## config.mk

```make
export PLATFORM = sky130hd
export DESIGN_NAME = mem_port_arbiter
export DESIGN_NICKNAME = d
export VERILOG_FILES = /design/src/rtl/mem_arb_pkg.sv /design/src/rtl/mem_port_arbiter_pick.sv /design/src/rtl/mem_port_arbiter.sv
export SDC_FILE = /design/constraint.sdc
export NUM_CORES = 1
export LEC_CHECK = 0
export ABC_AREA = 1
export BUFFER_PORTS_ARGS = -buffer_cell sky130_fd_sc_hd__buf_2
export CAP_MARGIN = 20
export CELL_PAD_IN_SITES_DETAIL_PLACEMENT = 1
export CELL_PAD_IN_SITES_GLOBAL_PLACEMENT = 1
export CORE_UTILIZATION = 31
export DETAILED_ROUTE_END_ITERATION = 12
export PLACE_DENSITY = 0.87
export SYNTH_ARGS = -nofsm -noshare
export SYNTH_HDL_FRONTEND = slang
export SYNTH_SLANG_ARGS = --single-unit
```

## constraint.sdc

```tcl
create_clock -name clock -period 4.88 [get_ports clock]
set_clock_uncertainty 0.1 [all_clocks]
set_input_delay 0.732 -clock clock [delete_from_list [all_inputs] [get_ports clock]]
set_output_delay 0.732 -clock clock [all_outputs]
set_load 0.1 [all_outputs]
```

## src/rtl/mem_arb_pkg.sv

```systemverilog
// rtl/mem_arb_pkg.sv - shared types and constants for the memory port arbiter
package mem_arb_pkg;

  typedef enum logic [1:0] {
    IDLE  = 2'd0,
    ISSUE = 2'd1,
    WAIT  = 2'd2,
    RESP  = 2'd3
  } state_t;

  typedef enum logic {
    OWN_I = 1'b0,
    OWN_D = 1'b1
  } owner_t;

  localparam logic [1:0] SIZE_WORD   = 2'b11;
  localparam int         MEM_LAT_DEF = 1;

endpackage

```

## src/rtl/mem_port_arbiter_pick.sv

```systemverilog
// rtl/mem_port_arbiter_pick.sv - grant selection between fetch and data requesters
// On a tie the port not granted last wins; fixed-priority builds feed last_owner as OWN_I.
module arb_pick
  import mem_arb_pkg::*;
(
  input  logic   i_req,
  input  logic   d_req,
  input  owner_t last_owner,
  output logic   grant_i,
  output logic   grant_d,
  output owner_t winner
);

  always_comb begin
    winner  = OWN_I;
    grant_i = 1'b0;
    grant_d = 1'b0;
    if (d_req && (!i_req || last_owner == OWN_I)) begin
      winner = OWN_D;
    end
    if (i_req || d_req) begin
      grant_i = (winner == OWN_I);
      grant_d = (winner == OWN_D);
    end
  end

endmodule

```

## src/rtl/mem_port_arbiter.sv

```systemverilog
// rtl/mem_port_arbiter.sv - single-outstanding arbiter of fetch and data ports onto one memory
// Define ARB_RR_EN for round-robin tie breaking; default build gives the data port fixed priority.
module mem_port_arbiter
  import mem_arb_pkg::*;
#(
  parameter int ADDR_W  = 32,
  parameter int DATA_W  = 32,
  parameter int MEM_LAT = MEM_LAT_DEF
) (
  input  logic              clock,
  input  logic              reset,
  input  logic              i_req,
  input  logic [ADDR_W-1:0] i_addr,
  output logic              i_ready,
  output logic              i_valid,
  output logic [DATA_W-1:0] i_rdata,
  input  logic              d_req,
  input  logic              d_we,
  input  logic [1:0]        d_size,
  input  logic [ADDR_W-1:0] d_addr,
  input  logic [DATA_W-1:0] d_wdata,
  output logic              d_ready,
  output logic              d_valid,
  output logic [DATA_W-1:0] d_rdata,
  output logic              m_en,
  output logic              m_we,
  output logic [1:0]        m_size,
  output logic [ADDR_W-1:0] m_addr,
  output logic [DATA_W-1:0] m_wdata,
  input  logic [DATA_W-1:0] m_rdata,
  output logic              busy
);

  localparam int CNT_W = $clog2(MEM_LAT + 1);

  state_t            state, next_state;
  logic [CNT_W-1:0]  cnt;
  owner_t            lat_owner;
  logic              lat_we;
  logic [1:0]        lat_size;
  logic [ADDR_W-1:0] lat_addr;
  logic [DATA_W-1:0] lat_wdata;
  logic [DATA_W-1:0] i_rdata_q, d_rdata_q;
  logic              grant_i, grant_d, ready_i, ready_d;
  owner_t            winner, last_owner;
  logic              accept, wait_last;

  arb_pick u_pick (
    .i_req      (i_req),
    .d_req      (d_req),
    .last_owner (last_owner),
    .grant_i    (grant_i),
    .grant_d    (grant_d),
    .winner     (winner)
  );

  always_comb begin
    next_state = state;
    ready_i    = 1'b0;
    ready_d    = 1'b0;
    case (state)
      IDLE: begin
        if (grant_i || grant_d) begin
          ready_i    = grant_i;
          ready_d    = grant_d;
          next_state = ISSUE;
        end
      end
      ISSUE:   next_state = WAIT;
      WAIT:    if (wait_last) next_state = RESP;
      RESP:    next_state = IDLE;
      default: next_state = IDLE;
    endcase
  end

  assign accept    = (state == IDLE) && (grant_i || grant_d);
  assign wait_last = (cnt == CNT_W'(1));

  always_ff @(posedge clock or posedge reset) begin
    if (reset) begin
      state     <= IDLE;
      cnt       <= '0;
      lat_owner <= OWN_I;
      lat_we    <= 1'b0;
      lat_size  <= '0;
      lat_addr  <= '0;
      lat_wdata <= '0;
      i_rdata_q <= '0;
      d_rdata_q <= '0;
    end else begin
      state <= next_state;
      if (accept) begin
        lat_owner <= winner;
        if (winner == OWN_D) begin
          lat_we    <= d_we;
          lat_size  <= d_size;
          lat_addr  <= d_addr;
          lat_wdata <= d_wdata;
        end else begin
          // Fetch keeps the previous write data so m_wdata only moves on data accesses.
          lat_we   <= 1'b0;
          lat_size <= SIZE_WORD;
          lat_addr <= i_addr;
        end
      end
      if (state == ISSUE) begin
        cnt <= CNT_W'(MEM_LAT);
      end else if (state == WAIT) begin
        cnt <= cnt - 1'b1;
        if (wait_last && !lat_we) begin
          if (lat_owner == OWN_I) i_rdata_q <= m_rdata;
          else                    d_rdata_q <= m_rdata;
        end
      end
    end
  end

`ifdef ARB_RR_EN
  always_ff @(posedge clock or posedge reset) begin
    if (reset) begin
      last_owner <= OWN_D;
    end else if (accept) begin
      last_owner <= winner;
    end
  end
`else
  assign last_owner = OWN_I;
`endif

  // Ready is combinational from the requests, so it is masked while reset is held.
  assign i_ready = ready_i && !reset;
  assign d_ready = ready_d && !reset;
  assign i_valid = (state == RESP) && (lat_owner == OWN_I);
  assign d_valid = (state == RESP) && (lat_owner == OWN_D);
  assign i_rdata = i_rdata_q;
  assign d_rdata = d_rdata_q;
  assign m_en    = (state == ISSUE);
  assign m_we    = (state == ISSUE) && lat_we;
  assign m_size  = lat_size;
  assign m_addr  = lat_addr;
  assign m_wdata = lat_wdata;
  assign busy    = (state != IDLE);

endmodule

```

==> impl_results.rst <==
.. list-table::
   :header-rows: 1

   * - Metric
     - Value
   * - Launching point of the worst reg2reg path
     - state[0]
   * - Vias in the first global route
     - 6028
   * - Warning count from the yosys run
     - 0
   * - Longest Clk Path Bufs
     - 2
   * - Chip Width
     - 140 um
   * - Slew Viols, Final
     - 0
   * - Kind of capture point of the worst setup path
     - primary output
   * - Clock root buffer master
     - sky130_fd_sc_hd__clkbuf_16
   * - Area of the mapped netlist
     - about 6000 um^2
   * - TritonCTS clock tree
     - yes
   * - Core Util, Final
     - 0.427
   * - First-pass GRT wire length
     - around 31 mm
   * - Resize count post-CTS
     - 0
   * - Critical path data required time
     - 4.05 ns
   * - Residual overflow from global routing
     - 0
   * - Setup TNS after final layout
     - 0 ns
   * - Setup repair after global routing missed its margin
     - false
   * - Register-to-register setup slack
     - 2.13 ns
   * - Final Hold Fails
     - 0
   * - Final setup viols
     - 0
   * - Relative slew slack
     - 0.400
   * - Destination of the worst register-to-register timing path
     - d_rdata[13]
   * - Insertion delay of the later-clocked pin in the worst-skew pair
     - about 0.42 ns
   * - Share of the synthesized area in the top cell type
     - 0.572
   * - Final HPWL from detailed placement
     - 13.7 mm
   * - Number of H-tree branching levels
     - 4
   * - TritonRoute pass-1 iters
     - 4
   * - Antenna violations before repair
     - 3
   * - Largest net degree at the start of global routing
     - about 100
   * - Most area-consuming cells after synthesis
     - sky130_fd_sc_hd__dfrtp_1, sky130_fd_sc_hd__nand2_1, sky130_fd_sc_hd__nand3_1
   * - WP buf/inv
     - 3
   * - DRC errors left
     - 0
   * - Final critical path time including I/O delays and setup
     - 3.05 ns
   * - All-Layer GR Usage
     - 0.205
   * - Gp weighted congestion
     - 0.764
   * - Crit path max fanout
     - 36
   * - Post-Route WL
     - 19.3 mm
   * - Class of the most critical hold timing path
     - reg -> reg
   * - Post-synthesis sequential element count
     - 135
   * - Count of cell instances traversed by the critical path
     - 4
   * - Yosys cell types
     - 21
   * - Most frequent cell on the critical path
     - sky130_fd_sc_hd__buf_2
   * - Share of the yosys chip area belonging to registers
     - 0.572
   * - Longest individual stage delay on the worst path
     - 0.50 ns
   * - Number of rows in the core area
     - 50
   * - Delay-heaviest family, CP
     - buffers and inverters
   * - Vias per std cell
     - 4.70
   * - Max frequency
     - 328 MHz
   * - Antenna viol nets, final
     - 0
   * - P&R area growth vs syn
     - 35.3%
   * - Start-to-end type of the worst setup path
     - in -> out
   * - Cell with the biggest individual delay on the critical path
     - sky130_fd_sc_hd__buf_2
   * - Initial core utilization
     - 0.316
   * - Outcome
     - finished clean
   * - DIE AREA
     - 19600 um^2
   * - Synth Net Count
     - ~860
   * - I/O Buffers
     - about 270
   * - Top-level I/O count
     - 272
   * - Last element of the critical path
     - d_ready
   * - CTS Hold Bufs
     - 0
   * - R2R cell count
     - 7
   * - Final worst path period share
     - 0.624
   * - Average wire length per cell after detail routing
     - 15.8 um
   * - CORE AREA
     - 18700 um^2
   * - Average cell area after synthesis
     - 8.21 um^2
   * - Die height
     - 140 um
   * - Iteration-0 DRC count of the detailed router
     - 279
   * - Post-CTS Repair Setup Buffers
     - 0
   * - Ordered list of cells on the worst path
     - buf_2 -> inv_4 -> nor3_1 -> buf_2
   * - Launching element of the worst setup path
     - d_req
   * - Layout cell share with drive strength beyond 1
     - 0.327
   * - Number of buffers created by CTS
     - 17
   * - Actual transition at the worst max-transition pin
     - 0.900 ns
   * - Nature of the critical path startpoint
     - input port
   * - Cell taking the most area after synthesis
     - sky130_fd_sc_hd__dfrtp_1
   * - Vias after detailed routing
     - around 5.7k
   * - Clock tree sinks
     - 135
   * - Gate count of the mapped netlist
     - between 700 and 800
   * - Clock transition at path regs
     - 0.06 ns
   * - Max capacitance violation total
     - 0
   * - Net count, final
     - 1112
   * - Signal arrival time at the worst endpoint
     - 2.21 ns
[cell usage after synthesis]
master and count:
sky130_fd_sc_hd__buf_2 38, sky130_fd_sc_hd__buf_4 1, sky130_fd_sc_hd__buf_6 2, sky130_fd_sc_hd__clkbuf_1 6
sky130_fd_sc_hd__dfrtp_1 135, sky130_fd_sc_hd__ha_1 7, sky130_fd_sc_hd__inv_1 10, sky130_fd_sc_hd__inv_2 1
sky130_fd_sc_hd__inv_4 1, sky130_fd_sc_hd__nand2_1 402, sky130_fd_sc_hd__nand2_2 2, sky130_fd_sc_hd__nand2_4 1
sky130_fd_sc_hd__nand3_1 66, sky130_fd_sc_hd__nand3_2 1, sky130_fd_sc_hd__nand4_1 32, sky130_fd_sc_hd__nor2_1 4
sky130_fd_sc_hd__nor2_2 2, sky130_fd_sc_hd__nor2_4 1, sky130_fd_sc_hd__nor3_1 2, sky130_fd_sc_hd__o21ai_0 5
sky130_fd_sc_hd__or2_2 1
[metrics by stage]
step,cells,setup WS (ns),hold WS (ns),area [um^2]
5_1_grt,1218,1.73,0.391,7990
3_5_place_dp,1185,1.75,0.353,7400
6_report,1222,1.83,0.364,8000
3_3_place_gp,1184,1.83,0.350,7370
4_1_cts,1217,1.84,0.369,7980
2_1_floorplan,720,0.437,0.393,5910
[cell type report]
cell class / count / area (um^2)
Fill cell: 2353 / 10700
Multi-Input combinational cell: 526 / 2250
Antenna cell: 5 / 12.5
Clock buffer: 17 / 425
Clock inverter: 15 / 159
Tap cell: 234 / 293
Timing Repair Buffer: 278 / 1430
Sequential cell: 135 / 3380
Inverter: 12 / 52.6
[worst min-delay path by stage]
stage | startpoint | to | depth (start not counted)
2_1_floorplan | lat_we | lat_we | 2
3_3_place_gp | i_rdata[31] | i_rdata[31] | 2
3_5_place_dp | i_rdata[29] | i_rdata[29] | 2
4_1_cts | i_rdata[16] | i_rdata[16] | 2
5_1_grt | m_addr[0] | m_addr[0] | 2
6_report | i_rdata[16] | i_rdata[16] | 2
[placed cells by master (no fill, tap or decap), types with 4 or more instances in the layout]
cell                        synthesis  final
sky130_fd_sc_hd__diode_2            0      5
sky130_fd_sc_hd__inv_1             10      9
sky130_fd_sc_hd__o21ai_0            5      5
sky130_fd_sc_hd__dfrtp_1          135    135
sky130_fd_sc_hd__nor2_1             4      4
sky130_fd_sc_hd__inv_6              0      5
sky130_fd_sc_hd__buf_4              1      6
sky130_fd_sc_hd__nand4_1           32     32
sky130_fd_sc_hd__nand2_1          402    402
sky130_fd_sc_hd__ha_1               7      7
sky130_fd_sc_hd__clkbuf_16          0     17
sky130_fd_sc_hd__nand3_1           66     66
sky130_fd_sc_hd__buf_2             38    271
sky130_fd_sc_hd__inv_8              0      4
[layer usage]
layer,vias to the layer above,part of all wire,track usage
li1,2780,-,-
met1,2756,0.42,0.239
met2,188,0.50,0.356
met3,22,0.058,0.0564
met4,0,0.018,0.0781
met5,-,0,0
[cells by family (layout without fill, tap and decap cells)]
kind of cell               count (synthesis)  after routing  share of synthesized area
and+or+nand+nor                          514            514                      0.360
adders and majority gates                  7              7                     0.0148
buffers and inverters                     59            322                     0.0491
other                                      0              5                          0
DFF                                      135            135                      0.572
AOI/OAI and AO/OA                          5              5                    0.00423
[state kept, by name (all words and copies together) (netlist names)]
| name | flops |
|---|---|
| lat_we | 1 |
| d_rdata | 32 |
| m_size | 2 |
| cnt | 1 |
| i_rdata | 32 |
| state | 2 |
| lat_owner | 1 |
| m_addr | 32 |
| m_wdata | 32 |
[worst register-to-register path, cell delays in order, from the launching register on]
cell	delay, ns
sky130_fd_sc_hd__dfrtp_1	0.44
sky130_fd_sc_hd__inv_1	0.17
sky130_fd_sc_hd__ha_1	0.22
sky130_fd_sc_hd__nand2_1	0.10
sky130_fd_sc_hd__nor2_4	0.65
sky130_fd_sc_hd__nand2_2	0.67
sky130_fd_sc_hd__nand2_1	0.22
sky130_fd_sc_hd__nand2_1	0.07
Power is left out: the tool's default activity adds up to more than one toggle a clock period on the data nets, which glitch-free logic cannot reach.
